`config.mk`:
```
export PLATFORM = sky130hd
export DESIGN_NAME = vector_regfile_param_flat
export DESIGN_NICKNAME = d
export VERILOG_FILES = /design/src/rtl/vreg_pkg.sv /design/src/rtl/vector_regfile_param_if.sv /design/src/rtl/vreg_load_seq.sv /design/src/rtl/vector_regfile_param.sv /design/src/flat_wrapper.sv
export SDC_FILE = /design/constraint.sdc
export NUM_CORES = 2
export LEC_CHECK = 0
export ABC_CLOCK_PERIOD_IN_PS = 2600
export CORE_MARGIN = 8
export CORE_UTILIZATION = 44
export DETAILED_ROUTE_END_ITERATION = 8
export GPL_ROUTABILITY_DRIVEN = 0
export PLACE_DENSITY = 0.65
export SETUP_SLACK_MARGIN = 0.4
export SYNTH_ARGS = -nofsm -noshare
export SYNTH_HDL_FRONTEND = slang
export SYNTH_HIERARCHICAL = 1
export SYNTH_SLANG_ARGS = --single-unit
```
`constraint.sdc`:
```
create_clock -name clk -period 2.6 [get_ports clk]
set_input_delay 0.52 -clock clk [delete_from_list [all_inputs] [get_ports clk]]
set_output_delay 0.52 -clock clk [all_outputs]
set_load 0.01 [all_outputs]
```
`src/rtl/vreg_pkg.sv`:
```
// ----------------------------------------------------------------------------
// vreg_pkg
// Shared definitions for the vector register file slice:
//   - default geometry (registers, lanes, lane width)
//   - load-sequencer state encoding
//   - lane slice helper (lane index -> bit offset in a packed vector)
// No ports.
// ----------------------------------------------------------------------------
package vreg_pkg;

    localparam int unsigned DEF_NREGS  = 4;
    localparam int unsigned DEF_NLANES = 5;
    localparam int unsigned DEF_WIDTH  = 32;

    typedef enum logic {
        LD_IDLE,
        LD_STREAM
    } ld_state_t;

    // Lane i of a packed vector lives at [lane_off(i, WIDTH) +: WIDTH].
    function automatic int unsigned lane_off(input int unsigned lane,
                                             input int unsigned width);
        return lane * width;
    endfunction

endpackage

```
`src/rtl/vector_regfile_param_if.sv`:
```
// ----------------------------------------------------------------------------
// vector_regfile_param_if
// Bundles the register-file bus: parallel write port, two read ports,
// lane-serial load stream and the busy scoreboard.
//   master : decode / operand fetch / memory side (drives requests)
//   slave  : the register file (drives read data, ld_ready, ld_done, busy_vec)
// ----------------------------------------------------------------------------
interface vector_regfile_param_if
    import vreg_pkg::*;
#(
    parameter int unsigned NREGS  = DEF_NREGS,
    parameter int unsigned NLANES = DEF_NLANES,
    parameter int unsigned WIDTH  = DEF_WIDTH
) ();

    localparam int unsigned AW = $clog2(NREGS);
    localparam int unsigned CW = $clog2(NLANES + 1);

    // Parallel write port
    logic                    we;
    logic [NLANES-1:0]       wmask;
    logic [AW-1:0]           vd;
    logic [NLANES*WIDTH-1:0] wd;
    // Read ports
    logic [AW-1:0]           va1;
    logic [AW-1:0]           va2;
    logic [NLANES*WIDTH-1:0] vr1;
    logic [NLANES*WIDTH-1:0] vr2;
    // Stream load port
    logic                    ld_start;
    logic [AW-1:0]           ld_vd;
    logic [CW-1:0]           ld_len;
    logic                    ld_valid;
    logic [WIDTH-1:0]        ld_data;
    logic                    ld_ready;
    logic                    ld_done;
    // Scoreboard
    logic [NREGS-1:0]        busy_vec;

    modport master (
        output we, wmask, vd, wd, va1, va2,
        output ld_start, ld_vd, ld_len, ld_valid, ld_data,
        input  vr1, vr2, ld_ready, ld_done, busy_vec
    );

    modport slave (
        input  we, wmask, vd, wd, va1, va2,
        input  ld_start, ld_vd, ld_len, ld_valid, ld_data,
        output vr1, vr2, ld_ready, ld_done, busy_vec
    );

endinterface

```
`src/rtl/vreg_load_seq.sv`:
```
// ----------------------------------------------------------------------------
// vreg_load_seq
// Lane-serial load sequencer. Accepts a load command, then takes one stream
// beat per lane into the destination register and pulses done afterwards.
//   clk, reset        : clock, synchronous active-high reset
//   ld_start_i/ld_vd_i/ld_len_i : load command (len clamped to NLANES)
//   ld_valid_i/ld_data_i/ld_ready_o : beat handshake
//   ld_done_o         : registered one-cycle completion pulse
//   busy_vec_o        : per-register pending-load scoreboard
//   lane_we_o/lane_dest_o/lane_idx_o/lane_data_o : lane write strobe to storage
// ----------------------------------------------------------------------------
module vreg_load_seq
    import vreg_pkg::*;
#(
    parameter int unsigned NREGS  = DEF_NREGS,
    parameter int unsigned NLANES = DEF_NLANES,
    parameter int unsigned WIDTH  = DEF_WIDTH,
    parameter int unsigned AW     = $clog2(NREGS),
    parameter int unsigned CW     = $clog2(NLANES + 1)
) (
    input  logic             clk,
    input  logic             reset,
    input  logic             ld_start_i,
    input  logic [AW-1:0]    ld_vd_i,
    input  logic [CW-1:0]    ld_len_i,
    input  logic             ld_valid_i,
    input  logic [WIDTH-1:0] ld_data_i,
    output logic             ld_ready_o,
    output logic             ld_done_o,
    output logic [NREGS-1:0] busy_vec_o,
    output logic             lane_we_o,
    output logic [AW-1:0]    lane_dest_o,
    output logic [CW-1:0]    lane_idx_o,
    output logic [WIDTH-1:0] lane_data_o
);

    ld_state_t        state_q, state_d;
    logic [CW-1:0]    cnt_q, cnt_d;
    logic [CW-1:0]    len_q, len_d;
    logic [AW-1:0]    dest_q, dest_d;
    logic             done_q, done_d;
    logic [NREGS-1:0] busy_q, busy_d;
    logic             beat;

    // Ready is a pure decode of the registered state.
    assign ld_ready_o = (state_q == LD_STREAM);
    assign beat       = ld_valid_i & ld_ready_o;

    always_comb begin
        state_d = state_q;
        cnt_d   = cnt_q;
        len_d   = len_q;
        dest_d  = dest_q;
        busy_d  = busy_q;
        done_d  = 1'b0;
        case (state_q)
            LD_IDLE: begin
                if (ld_start_i) begin
                    if (ld_len_i != '0) begin
                        dest_d          = ld_vd_i;
                        len_d           = (ld_len_i > CW'(NLANES)) ? CW'(NLANES) : ld_len_i;
                        cnt_d           = '0;
                        busy_d[ld_vd_i] = 1'b1;
                        state_d         = LD_STREAM;
                    end else begin
                        done_d = 1'b1;
                    end
                end
            end
            LD_STREAM: begin
                if (beat) begin
                    cnt_d = cnt_q + CW'(1);
                    if (cnt_q == len_q - CW'(1)) begin
                        state_d        = LD_IDLE;
                        busy_d[dest_q] = 1'b0;
                        done_d         = 1'b1;
                    end
                end
            end
            default: state_d = LD_IDLE;
        endcase
    end

    always_ff @(posedge clk) begin
        if (reset) begin
            state_q <= LD_IDLE;
            cnt_q   <= '0;
            len_q   <= '0;
            dest_q  <= '0;
            done_q  <= 1'b0;
            busy_q  <= '0;
        end else begin
            state_q <= state_d;
            cnt_q   <= cnt_d;
            len_q   <= len_d;
            dest_q  <= dest_d;
            done_q  <= done_d;
            busy_q  <= busy_d;
        end
    end

    assign ld_done_o   = done_q;
    assign busy_vec_o  = busy_q;
    assign lane_we_o   = beat;
    assign lane_dest_o = dest_q;
    assign lane_idx_o  = cnt_q;
    assign lane_data_o = ld_data_i;

endmodule

```
`src/rtl/vector_regfile_param.sv`:
```
// ----------------------------------------------------------------------------
// vector_regfile_param
// NREGS x NLANES x WIDTH vector register file with per-lane masked parallel
// write, two combinational read ports with same-cycle write bypass, and a
// lane-serial stream load port with busy scoreboard.
//   clk   : clock, all state on rising edge
//   reset : synchronous active-high, clears storage and load sequencer
//   bus   : vector_regfile_param_if.slave (write/read/load/scoreboard signals)
// ----------------------------------------------------------------------------
module vector_regfile_param
    import vreg_pkg::*;
#(
    parameter int unsigned NREGS  = DEF_NREGS,
    parameter int unsigned NLANES = DEF_NLANES,
    parameter int unsigned WIDTH  = DEF_WIDTH
) (
    input  logic clk,
    input  logic reset,
    vector_regfile_param_if.slave bus
);

    localparam int unsigned AW = $clog2(NREGS);
    localparam int unsigned CW = $clog2(NLANES + 1);

    logic [WIDTH-1:0]        vreg_q [NREGS][NLANES];
    logic [WIDTH-1:0]        vreg_d [NREGS][NLANES];
    logic                    ls_we;
    logic [AW-1:0]           ls_dest;
    logic [CW-1:0]           ls_idx;
    logic [WIDTH-1:0]        ls_data;
    logic [NLANES*WIDTH-1:0] rd1, rd2;

    vreg_load_seq #(
        .NREGS  (NREGS),
        .NLANES (NLANES),
        .WIDTH  (WIDTH),
        .AW     (AW),
        .CW     (CW)
    ) u_load_seq (
        .clk         (clk),
        .reset       (reset),
        .ld_start_i  (bus.ld_start),
        .ld_vd_i     (bus.ld_vd),
        .ld_len_i    (bus.ld_len),
        .ld_valid_i  (bus.ld_valid),
        .ld_data_i   (bus.ld_data),
        .ld_ready_o  (bus.ld_ready),
        .ld_done_o   (bus.ld_done),
        .busy_vec_o  (bus.busy_vec),
        .lane_we_o   (ls_we),
        .lane_dest_o (ls_dest),
        .lane_idx_o  (ls_idx),
        .lane_data_o (ls_data)
    );

    // Write merge: the stream beat is applied after the parallel write so it
    // wins a lane both target in the same cycle.
    always_comb begin
        vreg_d = vreg_q;
        for (int unsigned r = 0; r < NREGS; r++) begin
            for (int unsigned l = 0; l < NLANES; l++) begin
                if (bus.we && bus.vd == AW'(r) && bus.wmask[l])
                    vreg_d[r][l] = bus.wd[lane_off(l, WIDTH) +: WIDTH];
                if (ls_we && ls_dest == AW'(r) && ls_idx == CW'(l))
                    vreg_d[r][l] = ls_data;
            end
        end
    end

    always_ff @(posedge clk) begin
        if (reset) begin
            for (int unsigned r = 0; r < NREGS; r++)
                for (int unsigned l = 0; l < NLANES; l++)
                    vreg_q[r][l] <= '0;
        end else begin
            vreg_q <= vreg_d;
        end
    end

    // Reads bypass only the parallel write port; stream beats show up a cycle later.
    always_comb begin
        rd1 = '0;
        rd2 = '0;
        for (int unsigned l = 0; l < NLANES; l++) begin
            rd1[lane_off(l, WIDTH) +: WIDTH] =
                (bus.we && bus.va1 == bus.vd && bus.wmask[l]) ?
                bus.wd[lane_off(l, WIDTH) +: WIDTH] : vreg_q[bus.va1][l];
            rd2[lane_off(l, WIDTH) +: WIDTH] =
                (bus.we && bus.va2 == bus.vd && bus.wmask[l]) ?
                bus.wd[lane_off(l, WIDTH) +: WIDTH] : vreg_q[bus.va2][l];
        end
    end

    assign bus.vr1 = rd1;
    assign bus.vr2 = rd2;

endmodule
```
`src/flat_wrapper.sv`:
```
// flat-port wrapper written by rule: the top's interface ports become plain ports
module vector_regfile_param_flat import vreg_pkg::*;
#(
    parameter int unsigned NREGS  = DEF_NREGS,
    parameter int unsigned NLANES = DEF_NLANES,
    parameter int unsigned WIDTH  = DEF_WIDTH
)
  (clk, reset, bus_we, bus_wmask, bus_vd, bus_wd, bus_va1, bus_va2, bus_ld_start, bus_ld_vd, bus_ld_len, bus_ld_valid, bus_ld_data, bus_vr1, bus_vr2, bus_ld_ready, bus_ld_done, bus_busy_vec);
  vector_regfile_param_if #(.NREGS(NREGS), .NLANES(NLANES), .WIDTH(WIDTH)) bus_i ();
  input  logic clk;
  input  logic reset;
  input wire logic [$bits(bus_i.we)-1:0] bus_we;
  input wire logic [$bits(bus_i.wmask)-1:0] bus_wmask;
  input wire logic [$bits(bus_i.vd)-1:0] bus_vd;
  input wire logic [$bits(bus_i.wd)-1:0] bus_wd;
  input wire logic [$bits(bus_i.va1)-1:0] bus_va1;
  input wire logic [$bits(bus_i.va2)-1:0] bus_va2;
  input wire logic [$bits(bus_i.ld_start)-1:0] bus_ld_start;
  input wire logic [$bits(bus_i.ld_vd)-1:0] bus_ld_vd;
  input wire logic [$bits(bus_i.ld_len)-1:0] bus_ld_len;
  input wire logic [$bits(bus_i.ld_valid)-1:0] bus_ld_valid;
  input wire logic [$bits(bus_i.ld_data)-1:0] bus_ld_data;
  output wire logic [$bits(bus_i.vr1)-1:0] bus_vr1;
  output wire logic [$bits(bus_i.vr2)-1:0] bus_vr2;
  output wire logic [$bits(bus_i.ld_ready)-1:0] bus_ld_ready;
  output wire logic [$bits(bus_i.ld_done)-1:0] bus_ld_done;
  output wire logic [$bits(bus_i.busy_vec)-1:0] bus_busy_vec;
  assign bus_i.we = bus_we;
  assign bus_i.wmask = bus_wmask;
  assign bus_i.vd = bus_vd;
  assign bus_i.wd = bus_wd;
  assign bus_i.va1 = bus_va1;
  assign bus_i.va2 = bus_va2;
  assign bus_i.ld_start = bus_ld_start;
  assign bus_i.ld_vd = bus_ld_vd;
  assign bus_i.ld_len = bus_ld_len;
  assign bus_i.ld_valid = bus_ld_valid;
  assign bus_i.ld_data = bus_ld_data;
  assign bus_vr1 = bus_i.vr1;
  assign bus_vr2 = bus_i.vr2;
  assign bus_ld_ready = bus_i.ld_ready;
  assign bus_ld_done = bus_i.ld_done;
  assign bus_busy_vec = bus_i.busy_vec;
  vector_regfile_param #(.NREGS(NREGS), .NLANES(NLANES), .WIDTH(WIDTH)) u_core (.clk(clk), .reset(reset), .bus(bus_i));
endmodule
```
[Word-level counts from Yosys, hierarchy flattened]
Cells that the tools add are included.
Storage, ports and cells
  latch bits: 0
  output and inout port bits: 326
  bits of input ports: 213
  logic and storage cells: 228
  ROM bits: 0
  register bits after elaboration: 654
  memory bits (writable): 0
  memories kept: 0
Cells by class
  divide/modulo/power cells: 0
  reduce and logical (&&, ||, !) cells: 89
  multiplexer cells: 80
  multiply operators: 0
  equal/unequal tests: 17
  bitwise gates (word level): 7
  $lt $le $gt $ge: 7
  add/subtract/negate cells: 2
  shift-type cells: 0
Operators by type and width (number)
  32-bit two-way mux: 50
  160-bit binary-select mux with 2-bit select: 2
  160-bit two-way mux: 4
  1-bit logical AND: 62
  2-bit nonzero test: 20
  4-bit two-way mux: 4
  3-bit two-way mux: 4
  1-bit two-way mux: 10
  2-bit == test, second input constant: 4
  4-bit one-hot mux with 2 select lines: 1
  3-bit by 2-bit == test with 1-bit output, second input constant: 2
  3-bit >= comparator, second input constant: 2
  2-bit by 3-bit less-than comparator with 1-bit output, second input constant: 2
  2-bit inverter with 3-bit output: 2
  3-bit one-hot mux with 2 select lines: 1
  3-bit AND reduction: 2
  4-bit bitwise AND: 1
  1-bit demux with 2-bit select: 2
  2-bit by 1-bit == test with 1-bit output, second input constant: 2
  2-bit == test: 2
  2-bit by 1-bit >= comparator with 1-bit output, second input constant: 2
  2-bit logical NOT: 2
  2-bit by 1-bit != test with 1-bit output, second input constant: 2
  2-bit != test, second input constant: 2
  14 further kinds: 15

[Logic depth before layout (Yosys ltp)]
  depth after elaboration: 9
  depth in mapped cells: 8
  depth with buffers taken out: 5

[Modules after synthesis]
The synthesis kept the hierarchy.
Modules (own cells, without submodules)
  vector_regfile_param: instances 1, area an instance 41073.1 µm², cells an instance 4549, sequential area each 12812.3 µm²
  vreg_load_seq: instances 1, area an instance 930.9 µm², cells an instance 108, sequential area each 280.3 µm²

[Least setup slack after synthesis]
No wires, ideal clock.
  kind: input port to output port
  start point: input port bus_va2[0]
  end point: output port bus_vr2[100]
  arrival: 2.132 ns
  path buffers: 3
  stages on the path: 5
  path slack: -0.052 ns
  cells stage by stage: clkbuf_1 clkbuf_1 buf_2 mux4_2 mux2_1
On the way
  cells in the longest elaborated chain, start to end: 5
  elaborated cells between the ends (all ways): 8
  those cells by class: 1 x eq/ne; 4 x mux; 1 x bitwise; 2 x reduce/logical
Ends and longest elaborated chain
  start, declared: RTL line flat_wrapper.sv:17  | input wire logic [$bits(bus_i.va2)-1:0] bus_va2;
  2-bit inverter with 3-bit output (not written as such): RTL line vector_regfile_param.sv:90  | bus.wd[lane_off(l, WIDTH) +: WIDTH] : vreg_q[bus.va2][l];
  160-bit binary-select mux with 2-bit select: RTL line vector_regfile_param.sv:90
  160-bit two-way mux (2 in series)
  32-bit two-way mux (*): RTL line vector_regfile_param.sv:89  | (bus.we && bus.va2 == bus.vd && bus.wmask[l]) ?
  end, declared: RTL line flat_wrapper.sv:24  | output wire logic [$bits(bus_i.vr2)-1:0] bus_vr2;
Every way passes the cells marked *; elsewhere a longest branch is shown, timed or not. The select of a mux whose other input is x is not followed.

[Worst setup path after layout]
  start point: input port bus_va2[0]
  end point: output port bus_vr2[34]
Same word-level chain as after synthesis.

==> summary.md <==
| Metric | Value |
|---|---|
| Antenna-violating nets left | 0 |
| Critical-path top delay cell | mux4_2 |
| Root buffer cell | clkbuf_16 |
| Ys async rst share | 0% |
| Reg2Reg Setup Slack | 360 ps |
| First-pass GRT wire length | roughly 290000 um |
| Prevailing post-synth register cell | dfxtp_1 |
| Initial antenna violation count | 14 |
| Clock power frac | between 40% and 50% |
| Count leader, synth | nand2_1 |
| Hold Path Class | primary input to register |
| WP data required | about 2100 ps |
| Iter 0 DRT Violations | approximately 7000 |
| CP top delay family | buffers and inverters |
| Drt pass-1 iters | 6 |
| Total vias in the final route | around 46000 |
| RSZ-0062 raised after global routing | true |
| Vias/cell | ~6.8 |
| Max-slew violations | 0 |
| Final min period | around 2800 ps |
| Worst slack at placement | -609.5 ps |
| Post-route clock skew | 30.24 ps |
| Reg2reg path depth | 4 |
| NetSw | roughly 8 mW |
| Total CTS buffers | 76 |
| Max-cap violations | 0 |
| Power Internal | just under 20 mW |
| Sequential Power Share | between 30% and 40% |
| Clock Tree Buf Depth | 3 |
| Synth unique cells | 46 |
| Clk slew on worst S/H paths | 70 ps |
| Critical R2R Capture | u_core/vreg_q[122] |
| Final Net Count | between 5000 and 6000 |
| Reg2Reg Launch Point | u_core/u_load_seq/lane_dest_o[0] |
| Routed len/inst | about 30 um |
| Register area | 13100 um^2 |
| Pwr Density | about 450 nW/um^2 |
| Share of layout cells above drive strength 1 | between 30% and 40% |
| GRT Util Overall | a little over a third |
| Worst vdd ir | 398.2 uV |
| Hold path start | reset |
| Synthesis-to-layout area growth | 43.12% |
| Clock insertion delay at the later pin of the skew report | roughly 630 ps |
| Worst Setup Start Kind | primary input |
| Comb pwr share | roughly a fifth |
| Worst hold stages | 2 |
| Initial Util | approximately 44% |
| Vias in the first global route | 44260 |
| Worst Path Max Fanout | 6 |
| Final wirelength | between 150000 and 200000 um |
| Cells along the critical path | buf_16, buf_4, buf_12, buf_16, buf_12, buf_12, mux4_2, mux2_4, buf_6 |
| Tightest Pin Transition | 895.1 ps |
| CTS Sinks | 654 |
| Gate Count Post-Synth | between 4000 and 5000 |
| Max Clk Rate | about 350 MHz |
| Avg Inst Size Synth | around 9.0 um^2 |
| Largest net degree at the start of global routing | between 90 and 100 |
| Max-Slew Margin vs Limit | approximately two fifths |
| Outcome | complete, but fails checks |
| EDFF count, synth | 0 |
| Die area | ~110000 um^2 |
| Utilization after layout | 63.37% |
| Die Y | between 300 and 400 um |
| Area contributors post-synth | dfxtp_1 31%, mux4_2 17%, a311oi_1 12% |
| Leading area contributor after synthesis | dfxtp_1 |
| Worst Path Arrival | 2300 ps |
| Syn. warnings | 6 |
| Setup_tns | -26270 ps |
| Failing checks | setup timing |
| CTS tree | built |
| DRC Markers | 0 |
| # setup viols final | between 200 and 300 |
| Post-synthesis sequential area ratio | 31.17% |
| Most used cell, CP | buf_12 |
| Element type at the critical path end | output pin |
| Fill count | approximately 7400 |
| Multi-input logic area | between 20000 and 30000 um^2 |
| Io pins | between 500 and 600 |
| Period utilisation layout | 108.5% |
| I/O Buffers | ~540 |
| Post-CTS Hold Buffers | 0 |
| Post-synth top cells | 1289 x nand2_1, 654 x dfxtp_1, 650 x nor3_1 |
| Crit-path max cell delay | ~550 ps |
| Post-Syn Area | ~42000 um^2 |
| Worst setup margin | -221.7 ps |
| Setup CP Type | primary input to output pin |
| Hpwl dp | ~120000 um |
| WP buf/inv | 7 |
| Lkg Pwr | roughly 21 nW |
| Rows | approximately 110 |
| Post-Syn Nets | slightly below 5000 |
| Top cell type's share of synthesized area | about 31% |
| H-tree levels | 3 |
| Core area | between 90000 and 100000 um^2 |
| Synthesized flop and latch total | between 600 and 700 |
| Die X | roughly 320 um |
| Switching fraction of total power | 28.58% |
| Gr ovfl total | 0 |
| Final hold vios | 0 |
| Worst Hold End | u_core/vreg_q[284] |
==> what timing repair did <==
item / 4_1_cts / 5_1_grt
endpoints found under the setup margin: 322 / 338
gates cloned: 31 / 3
buffers inserted: 195 / 44
pin swaps: 14 / 6
resized for setup: 1863 / 230
==> power by group through the flow <==
stage          sequential [mW]  combinational [mW]  clock [mW]
3_5_place_dp              10.7                4.75           0
4_1_cts                   10.5                5.47        11.1
3_3_place_gp              10.7                4.71           0
5_1_grt                   10.5                5.99        11.4
6_report                  10.5                5.81        11.0
2_1_floorplan             10.6                2.39           0
==> how the worst max path moves through the flow <==
stage / startpoint / to / slack, ps / depth (start not counted)
after detailed placement: bus_wmask[3] / bus_vr2[104] / -610 / 7
after CTS: bus_vd[0] / bus_vr2[88] / -190 / 10
after global routing: bus_vd[0] / bus_vr2[51] / -240 / 11
after global placement: bus_wmask[3] / bus_vr2[119] / -590 / 7
after floorplan: bus_va1[1] / bus_vr1[21] / 260 / 5
final: bus_va2[0] / bus_vr2[34] / -220 / 9
==> layer usage <==
metal / part of all wire (%) / vias to the layer above / wire [um] / track usage [%]
met5: 0.019 / - / 38 / 0
li1: - / 18960 / - / -
met1: 36 / 22230 / 72480 / 44.30
met3: 12 / 792 / 23960 / 9.137
met2: 44 / 3594 / 87570 / 53.44
met4: 7.5 / 6 / 14940 / 22.60
==> placed cells by master (no fill, tap or decap), types with 34 or more instances in the layout <==
master           synthesis  final
a311oi_1               554    554
dfxtp_1                654    651
mux2_4                   0    315
mux4_2                 320    320
buf_16                   0     41
buf_12                   0    185
buf_4                   32    311
clkbuf_16                0     82
a311oi_2                90     90
buf_8                    0     34
nand2_1               1289   1284
clkdlybuf4s50_1          0    187
buf_6                    9    483
nor3_1                 650    641
==> registers in the layout (all words and copies together), names as in the netlist <==
| signal | cells |
|---|---|
| u_core/u_load_seq/busy_vec_o | 4 |
| u_core/u_load_seq/lane_dest_o | 2 |
| u_core/u_load_seq/lane_idx_o | 3 |
| u_core/u_load_seq/ld_done_o | 1 |
| u_core/u_load_seq/ld_ready_o | 1 |
| u_core/u_load_seq/len_q | 3 |
| u_core/vreg_q | 640 |
==> cell families (layout without fill, tap and decap cells) <==
| kind of cell | count (synthesis) | after routing | synth area share, % |
|---|---|---|---|
| AOI/OAI and AO/OA | 667 | 667 | 15.12 |
| xor gates and xnor gates | 8 | 8 | 0.2055 |
| adders and majority gates | 2 | 2 | 0.05957 |
| buffers and inverters | 660 | 1420 | 6.789 |
| DFF | 654 | 654 | 31.17 |
| muxes | 640 | 640 | 25.74 |
| other | 0 | 14 | 0 |
| and+or+nand+nor | 2026 | 2026 | 20.92 |
==> stage by stage <==
step | area (um^2) | hold WS, ps | instances | power [mW]
after floorplan | 43430 | 449.6 | 4657 | 13.03
after global placement | 52290 | 468.7 | 6271 | 15.40
after detailed placement | 52290 | 477.2 | 6271 | 15.45
after CTS | 58710 | 316.2 | 6635 | 27.01
after global routing | 60090 | 341.9 | 6686 | 27.95
final | 60120 | 340.4 | 6696 | 27.35
==> worst reg2reg max path: cells and delay by family, from the launching register on <==
family,cells,cell delay (ps)
compound gates,1,370
buf+inv,1,200
flops,1,650
simple gates,2,900
==> area by class of cell <==
type / count / share of cell area (%)
clock inverter: 29 / 0.4912
sequential: 654 / 21.78
inverter: 8 / 0.04995
tap: 1265 / 2.633
multi-input combinational: 3343 / 45.89
antenna: 14 / 0.05828
clock buffer: 109 / 3.657
timing repair buffer: 1274 / 25.43
Power figures use the tool's default switching activity.
